$ cat src/rtl/sad_scheduler.sv
`default_nettype none
// ============================================================================
//  Module   : sad_scheduler
//  Purpose  : Column FIFO + issue FSM feeding the stereo SAD engine, and a
//             result collector that masks warm-up columns and flags frame end.
//  Revision : 1.0  initial release
// ============================================================================
module sad_scheduler #(
  parameter int KERNEL_WIDTH = 3,
  parameter int OFFSET       = 10,
  parameter int FIFO_DEPTH   = 4,
  parameter int H_ACTIVE     = 320,
  parameter int V_ACTIVE     = 240
) (
  input  logic                      clk_in,
  input  logic                      rst_n_in,
  input  logic                      col_valid_in,
  output logic                      col_ready_out,
  input  logic [KERNEL_WIDTH*8-1:0] left_col_in,
  input  logic [KERNEL_WIDTH*8-1:0] right_col_in,
  input  logic [9:0]                hcount_in,
  input  logic [8:0]                vcount_in,
  output logic                      sad_valid_out,
  output logic [KERNEL_WIDTH*8-1:0] sad_left_out,
  output logic [KERNEL_WIDTH*8-1:0] sad_right_out,
  output logic [9:0]                sad_hcount_out,
  output logic [8:0]                sad_vcount_out,
  input  logic                      sad_busy_in,
  input  logic                      sad_valid_in,
  input  logic [9:0]                sad_hcount_in,
  input  logic [8:0]                sad_vcount_in,
  input  logic [7:0]                sad_depth_in,
  output logic                      depth_valid_out,
  output logic [9:0]                depth_hcount_out,
  output logic [8:0]                depth_vcount_out,
  output logic [7:0]                depth_out,
  output logic                      frame_done_out,
  output logic [15:0]               drop_count_out,
  output logic                      stall_err_out
);

  localparam int DW = KERNEL_WIDTH * 8;
  localparam int AW = $clog2(FIFO_DEPTH);
  localparam int PW = AW + 1;
  localparam int TW = $clog2(OFFSET + 5);

  localparam logic [TW-1:0] STALL_LIMIT = TW'(OFFSET + 4);
  localparam logic [9:0]    WARM_LIMIT  = 10'(KERNEL_WIDTH + OFFSET - 1);
  localparam logic [9:0]    H_LAST      = 10'(H_ACTIVE - 1);
  localparam logic [8:0]    V_LAST      = 9'(V_ACTIVE - 1);

  typedef enum logic [1:0] {
    IDLE  = 2'd0,
    ISSUE = 2'd1,
    ARM   = 2'd2,
    WAIT  = 2'd3
  } state_t;

  state_t        state;
  logic [PW-1:0] wr_ptr;
  logic [PW-1:0] rd_ptr;
  logic [TW-1:0] timer;

  logic [DW-1:0] mem_left  [FIFO_DEPTH];
  logic [DW-1:0] mem_right [FIFO_DEPTH];
  logic [9:0]    mem_h     [FIFO_DEPTH];
  logic [8:0]    mem_v     [FIFO_DEPTH];

  logic full;
  logic empty;
  logic push;
  logic pop;

  // Extra pointer MSB distinguishes full from empty when the indices match
  assign full          = (wr_ptr[AW] != rd_ptr[AW]) && (wr_ptr[AW-1:0] == rd_ptr[AW-1:0]);
  assign empty         = (wr_ptr == rd_ptr);
  assign col_ready_out = !full;
  assign push          = col_valid_in && !full;
  assign pop           = (state == IDLE) && !empty && !sad_busy_in;

  // Column storage; contents are don't-care until written, so no reset
  always_ff @(posedge clk_in) begin
    if (push) begin
      mem_left[wr_ptr[AW-1:0]]  <= left_col_in;
      mem_right[wr_ptr[AW-1:0]] <= right_col_in;
      mem_h[wr_ptr[AW-1:0]]     <= hcount_in;
      mem_v[wr_ptr[AW-1:0]]     <= vcount_in;
    end
  end

  // Write pointer and saturating drop counter (ready ignores a same-cycle pop)
  always_ff @(posedge clk_in) begin
    if (!rst_n_in) begin
      wr_ptr         <= '0;
      drop_count_out <= '0;
    end else begin
      if (push)
        wr_ptr <= wr_ptr + PW'(1);
      if (col_valid_in && full && (drop_count_out != 16'hFFFF))
        drop_count_out <= drop_count_out + 16'd1;
    end
  end

  // Issue FSM: pop into output registers, strobe once, then wait out busy
  always_ff @(posedge clk_in) begin
    if (!rst_n_in) begin
      state          <= IDLE;
      rd_ptr         <= '0;
      timer          <= '0;
      sad_valid_out  <= 1'b0;
      sad_left_out   <= '0;
      sad_right_out  <= '0;
      sad_hcount_out <= '0;
      sad_vcount_out <= '0;
      stall_err_out  <= 1'b0;
    end else begin
      case (state)
        IDLE: begin
          if (pop) begin
            sad_left_out   <= mem_left[rd_ptr[AW-1:0]];
            sad_right_out  <= mem_right[rd_ptr[AW-1:0]];
            sad_hcount_out <= mem_h[rd_ptr[AW-1:0]];
            sad_vcount_out <= mem_v[rd_ptr[AW-1:0]];
            rd_ptr         <= rd_ptr + PW'(1);
            sad_valid_out  <= 1'b1;
            state          <= ISSUE;
          end
        end
        ISSUE: begin
          sad_valid_out <= 1'b0;
          state         <= ARM;
        end
        ARM: begin
          // Engine busy is not yet visible here; start the timeout from zero
          timer <= '0;
          state <= WAIT;
        end
        WAIT: begin
          if (!sad_busy_in) begin
            state <= IDLE;
          end else begin
            timer <= timer + TW'(1);
            if (timer + TW'(1) == STALL_LIMIT) begin
              stall_err_out <= 1'b1;
              state         <= IDLE;
            end
          end
        end
        default: state <= IDLE;
      endcase
    end
  end

  // Result collector: one-cycle register stage, warm-up masking, frame end
  always_ff @(posedge clk_in) begin
    if (!rst_n_in) begin
      depth_valid_out  <= 1'b0;
      depth_hcount_out <= '0;
      depth_vcount_out <= '0;
      depth_out        <= '0;
      frame_done_out   <= 1'b0;
    end else begin
      depth_valid_out <= sad_valid_in;
      frame_done_out  <= sad_valid_in && (sad_hcount_in == H_LAST) && (sad_vcount_in == V_LAST);
      if (sad_valid_in) begin
        depth_hcount_out <= sad_hcount_in;
        depth_vcount_out <= sad_vcount_in;
        depth_out        <= (sad_hcount_in < WARM_LIMIT) ? 8'd0 : sad_depth_in;
      end
    end
  end

endmodule
`default_nettype wire

$ cat config.mk
export PLATFORM = sky130hd
export DESIGN_NAME = sad_scheduler
export DESIGN_NICKNAME = d
export VERILOG_FILES = /design/src/rtl/sad_scheduler.sv
export SDC_FILE = /design/constraint.sdc
export NUM_CORES = 1
export LEC_CHECK = 0
export ABC_AREA = 0
export BUFFER_PORTS_ARGS = -buffer_cell sky130_fd_sc_hd__buf_4
export CAP_MARGIN = 10
export CORE_MARGIN = 8
export CORE_UTILIZATION = 61
export DETAILED_ROUTE_END_ITERATION = 7
export PLACE_DENSITY_LB_ADDON = 0.2
export SLEW_MARGIN = 20
export SYNTH_ARGS = -nofsm -noshare
export SYNTH_HDL_FRONTEND = slang
export SYNTH_SLANG_ARGS = --single-unit
export TNS_END_PERCENT = 1
$ cat constraint.sdc
create_clock -name clk_in -period 7.38 [get_ports clk_in]
set_input_delay 0 -clock clk_in [delete_from_list [all_inputs] [get_ports clk_in]]
set_output_delay 0 -clock clk_in [all_outputs]
set_load 0.05 [all_outputs]
* Word-level counts from Yosys, hierarchy flattened
Memory sizes are Yosys's and may differ from the RTL's. A register that Yosys moved wholly into a read port is not among the register bits.
Index checks and enable logic that the tools add are counted.
W data, S select, Z words.
** Word-level totals
- Memories :: 4
- Output and inout bits :: 115
- Flip-flop bits (word level) :: 59
- Logic and storage cells :: 68
- Input bits :: 99
- RAM bits :: 268
** Memory list
- mem_left :: words 4, bits a word 24, read ports 1, clocked after Yosys merged registers in 1, wr ports 1, line 64 : logic [DW-1:0] mem_left [FIFO_DEPTH];
- mem_right :: words 4, bits a word 24, read ports 1, clocked after Yosys merged registers in 1, wr ports 1, line 65 : logic [DW-1:0] mem_right [FIFO_DEPTH];
- mem_h :: words 4, bits a word 10, read ports 1, clocked after Yosys merged registers in 1, wr ports 1, line 66 : logic [9:0] mem_h [FIFO_DEPTH];
- mem_v :: words 4, bits a word 9, read ports 1, clocked after Yosys merged registers in 1, wr ports 1, line 67 : logic [8:0] mem_v [FIFO_DEPTH];
** Cells by class
- Reduce and logical (&&, ||, !) cells :: 23
- Magnitude comparators :: 1
- Add/subtract/negate cells :: 4
- Multiplexer cells :: 11
- Equality and inequality tests :: 13
** Operators by type and width (number)
- $add A16 B1 Y16 const B :: 1
- $ne A16 B16 Y1 const B :: 1
- $eq A10 B9 Y1 const B :: 1
- $lt A10 B4 Y1 const B :: 1
- $eq A9 B8 Y1 const B :: 1
- $logic_and A1 B1 Y1 :: 8
- $mux W8 :: 1
- $pmux W2 S4 :: 1
- $pmux W4 S2 :: 1
- $reduce_and A2 Y1 :: 4
- $logic_not A1 Y1 :: 7
- $add A3 B1 Y3 const B :: 2
- $mux W2 :: 3
- $add A4 B1 Y4 const B :: 1
- $eq A2 B2 Y1 const B :: 2
- $eq A4 B4 Y1 const B :: 1
- $mux W4 :: 1
- $ne A2 B2 Y1 const B :: 2
- $reduce_bool A2 Y1 :: 2
- $eq A3 B3 Y1 :: 1
- $mux W1 :: 3
- $ne A3 B3 Y1 const B :: 1
- $reduce_and A3 Y1 :: 1
- $eq A2 B1 Y1 const B :: 1
- 4 further kinds :: 4

* Longest topological paths before layout
- Word-level depth :: 6
- Depth in mapped cells :: 8
- Depth with buffers taken out :: 7

* Least setup slack after synthesis
OpenSTA, ideal clock, no wires.
- Kind :: reg2reg
- Start :: reg rd_ptr[1]
- End :: mem mem_h[3][0] (enable)
- Path buffers :: 1
- Arrival time :: 2663 ps
- Stages on the path, launching flop included :: 5
- Setup time :: 434 ps
- Data required time :: 6946 ps
- Slack :: 4282 ps
- Clock period less this slack :: 3098 ps
- Path through :: dfxtp_1 -> buf_2 -> xnor2_4 -> nand3_2 -> and3_1
** On the way
- Cells in the longest elaborated chain, start to end :: 6
** RTL lines
- start: declaration :: line 61 : logic [PW-1:0] rd_ptr;
- start signal: assignment :: line 124 : rd_ptr <= rd_ptr + PW'(1);
- $eq A2 B2 Y1 :: line 75 : assign full = (wr_ptr[AW] != rd_ptr[AW]) && (wr_ptr[AW-1:0] == rd_ptr[AW-1:0]);
- $logic_and A1 B1 Y1 :: line 75
- $logic_not A1 Y1
- named net col_ready_out :: line 18 : output logic col_ready_out,
- $logic_and A1 B1 Y1 :: line 78 : assign push = col_valid_in && !full;
- $mux W1 :: line 83 : if (push) begin
- $mux W1 (not written as such) :: line 86 : mem_h[wr_ptr[AW-1:0]] <= hcount_in;
- end: declaration :: line 66
The timed path passes the listed nets, and every way through them passes these cells.

* Final worst setup path
- Start :: reg rd_ptr[0]
- End :: mem mem_right[0][20] (netlist name) (enable)
** On the way
- Cells in the longest elaborated chain, start to end :: 6
** RTL lines
- $eq A2 B2 Y1 :: line 75
- $logic_and A1 B1 Y1 :: line 75
- $logic_not A1 Y1 :: line 78
- $logic_and A1 B1 Y1 :: line 78
- $mux W1 :: line 83
- $mux W1 (not written as such) :: line 85 : mem_right[wr_ptr[AW-1:0]] <= right_col_in;
- end: declaration :: line 65
No other way between the ends.

==> flow_summary.toml <==
[yosys]
synth_commonest_cells = "268 x edfxtp_1, 126 x dfxtp_1, 82 x nand2_1, 81 x nand3_1, 67 x mux4_2"
yosysTopAreaCell = "edfxtp_1"
netlist_area_um2 = 14800
synth-seq-cells = 394
seq_area_frac_synth = 0.713
syn_nets = 1069
synth-async-reset-ratio = 0
synth_area_leaders = "edfxtp_1 54%, dfxtp_1 17%, mux4_2 10%, nand3_1 2.7%, o21ai_0 2.1%"
synth_edf_count = 268
netlist_instances = 957
yosysMostFrequentCell = "edfxtp_1"
yosysUniqueCellTypes = 48
postSynthAreaPerCell_um2 = 15.5
ys.flop_type = "edfxtp_1"
ys_warn_count = 0
synth_top_area_frac = 0.543

[grt]
top_usage_layer = "met2"
grt.met3_usage = 0.0420
antenna_found_initial = 0
grt_pass1_vias = 9438
grt_max_degree = 137
overflow = 0
grt_usage = 0.223
grt_pass1_wl_mm = 51.1
use_met2 = 0.380
met1_usage = 0.287

[cts]
path_clk_slew_ps = 60
clk_latency_ps = 530
cts_max_level = 2
cts_buffer_depth = 3
cts_hold_buf = 107
cts_tree = "done"
cts_setup_buffers = 0
ctsResizeCount = 0
cts-root-buf = "clkbuf_16"
clkSinkCount = 394
cts-buffers-inserted = 40

[critical_path]
cp.arrival_ps = 2570
critPathMaxStageDelay_ps = 920
critPathSlowestCell = "and3_4"
path_buf_inv = 0
crit_chain = "xnor2_4 > nand3_2 > and3_4"
critical_path_class = "flop to flop"
critPathMaxFanout = 67
cp_top_family = "simple AND/OR/NAND/NOR gates"
crit_required_ps = 7520
start_kind = "flop"
worstSetupEndpointType = "flop"

[route]
drt_iter0_markers = 816
drc_errors = 0
postRouteAntennaNets = 0
wl_per_cell_um = 20.2
drt-pass1-iter-count = 6
vias = 9193
avgViaCountPerCell = 5.67
drt_wl_total_mm = 32.8

[sta]
worstMarginPinSlew_ps = 1080
whs_ps = 101
post-route-min-period_ps = 2430
slew_headroom = 0.278
setup_viol = 0
max_freq_mhz = 411
slew_violations = 0
worst_slack_ps = 4950
finClkSkew_ps = 18.4
tns_ps = 0
min_period_over_period = 0.330
hold_viol = 0
grt_setup_unrepaired = "false"

[run_status]
outcome = "finished clean"

[pwr]
cellLeakagePower_nw = 6.91
vdd_drop_max_uv = 267
p_per_area_nw_per_um2 = 302
power_frac_seq = 0.460
p_sw_mw = 1.60
combinationalPowerShare = 0.200
p_int_mw = 4.14
p_sw_frac = 0.279
pwr-share-clk = 0.340

[floorplan]
die_h_um = 172
rows = 57
start_util = 0.615
num_io_pins = 214
dieArea_um2 = 29600
core_um2 = 24100
die_w_um = 172

[placement]
dpl_cell_area_um2 = 16700
gp_congestion = 0.756
place.port_buffers = 213
post-place-ws_ps = 4770
placed_cells = 1441
post-dp-hpwl_mm = 17.8

[layout]
fin_nets = 1378
fin_cells = 1621
diodes = 0
drive_above_1_share = 0.275
synthToLayoutAreaGrowth_pct = 28.1
design_area_um2 = 19000

[flow_run]
maxCapViolCount = 0

[min_path]
worst_hold_path_type = "input pin to flop"
worst register-to-register path, cell delays in order (launching register included):
cell and delay [ps]:
dfxtp_4 640, xnor2_4 180, nand3_2 230, and3_4 920
kinds of logic after synthesis:
family	synth area share
AOI/OAI and AO/OA	0.0372
xor gates and xnor gates	0.0126
adders and majority gates	0.0110
buffers and inverters	0.0196
DFF	0.713
muxes	0.119
and+or+nand+nor	0.0881
per-layer routing:
metal  share of wire  vias up  wire [um]
met1            0.40     4534      13200
met5               0        -          0
met3           0.074       60       2440
li1                -     4236          -
met4           0.025        0        806
met2            0.50      363      16400
stage by stage:
| stage | utilization | power (mW) |
|---|---|---|
| floorplan | - | 3.46 |
| global placement | 0.691 | 3.77 |
| detailed placement | 0.691 | 3.79 |
| CTS | 0.788 | 5.78 |
| global route | 0.788 | 5.96 |
| finish | 0.788 | 5.74 |
final cells by class:
type                       count  area [um2]
multi-input combinational    494        3990
fill                        1343        5110
tap                          324         405
sequential                   394       10600
timing repair buffer         324        2710
clock buffer                  60        1120
clock inverter                13         156
inverter                      12        45.0
state kept, by name (all words and copies together) (netlist names), 8 cells and up:
signal / cells
drop_count_out: 16
mem_v: 36
mem_left: 96
depth_vcount_out: 9
depth_hcount_out: 10
sad_left_out: 24
sad_right_out: 24
mem_h: 40
sad_hcount_out: 10
sad_vcount_out: 9
depth_out: 8
mem_right: 96
power by group through the flow:
stage	clock network [mW]	logic [mW]	registers, mW
finish	1.95	1.15	2.64
global route	2.07	1.23	2.66
CTS	1.98	1.15	2.64
detailed placement	0	1.10	2.69
global placement	0	1.08	2.68
floorplan	0	0.537	2.92
cell usage in the layout, fill, tap and decap left out, types with 7 or more instances in the layout:
master | netlist | routed
o21ai_0 | 62 | 62
mux2i_1 | 25 | 25
nand4_1 | 7 | 7
xnor2_1 | 13 | 13
mux4_2 | 67 | 67
nor2b_1 | 9 | 9
nor2_1 | 54 | 54
ha_1 | 13 | 13
edfxtp_1 | 268 | 268
nand2_1 | 82 | 82
dfxtp_1 | 126 | 124
clkbuf_1 | 31 | 16
inv_1 | 11 | 11
o21ai_1 | 10 | 10
nor3_1 | 7 | 7
a21oi_1 | 18 | 18
nand3_1 | 81 | 81
dlygate4sd3_1 | 0 | 107
clkbuf_16 | 0 | 40
buf_4 | 4 | 215
worst paths after layout:
kind	startpoint	endpoint	slack [ps]	depth (start not counted)
worst max-delay path	rd_ptr[0]	mem_right[0][20]	4950	3
worst min-delay path	rst_n_in	drop_count_out[11]	100	3
worst max register to register	rd_ptr[0]	mem_right[0][20]	4950	3
worst min register to register	sad_hcount_out[5]	sad_hcount_out[5]	450	2
Power figures use the tool's default switching activity.
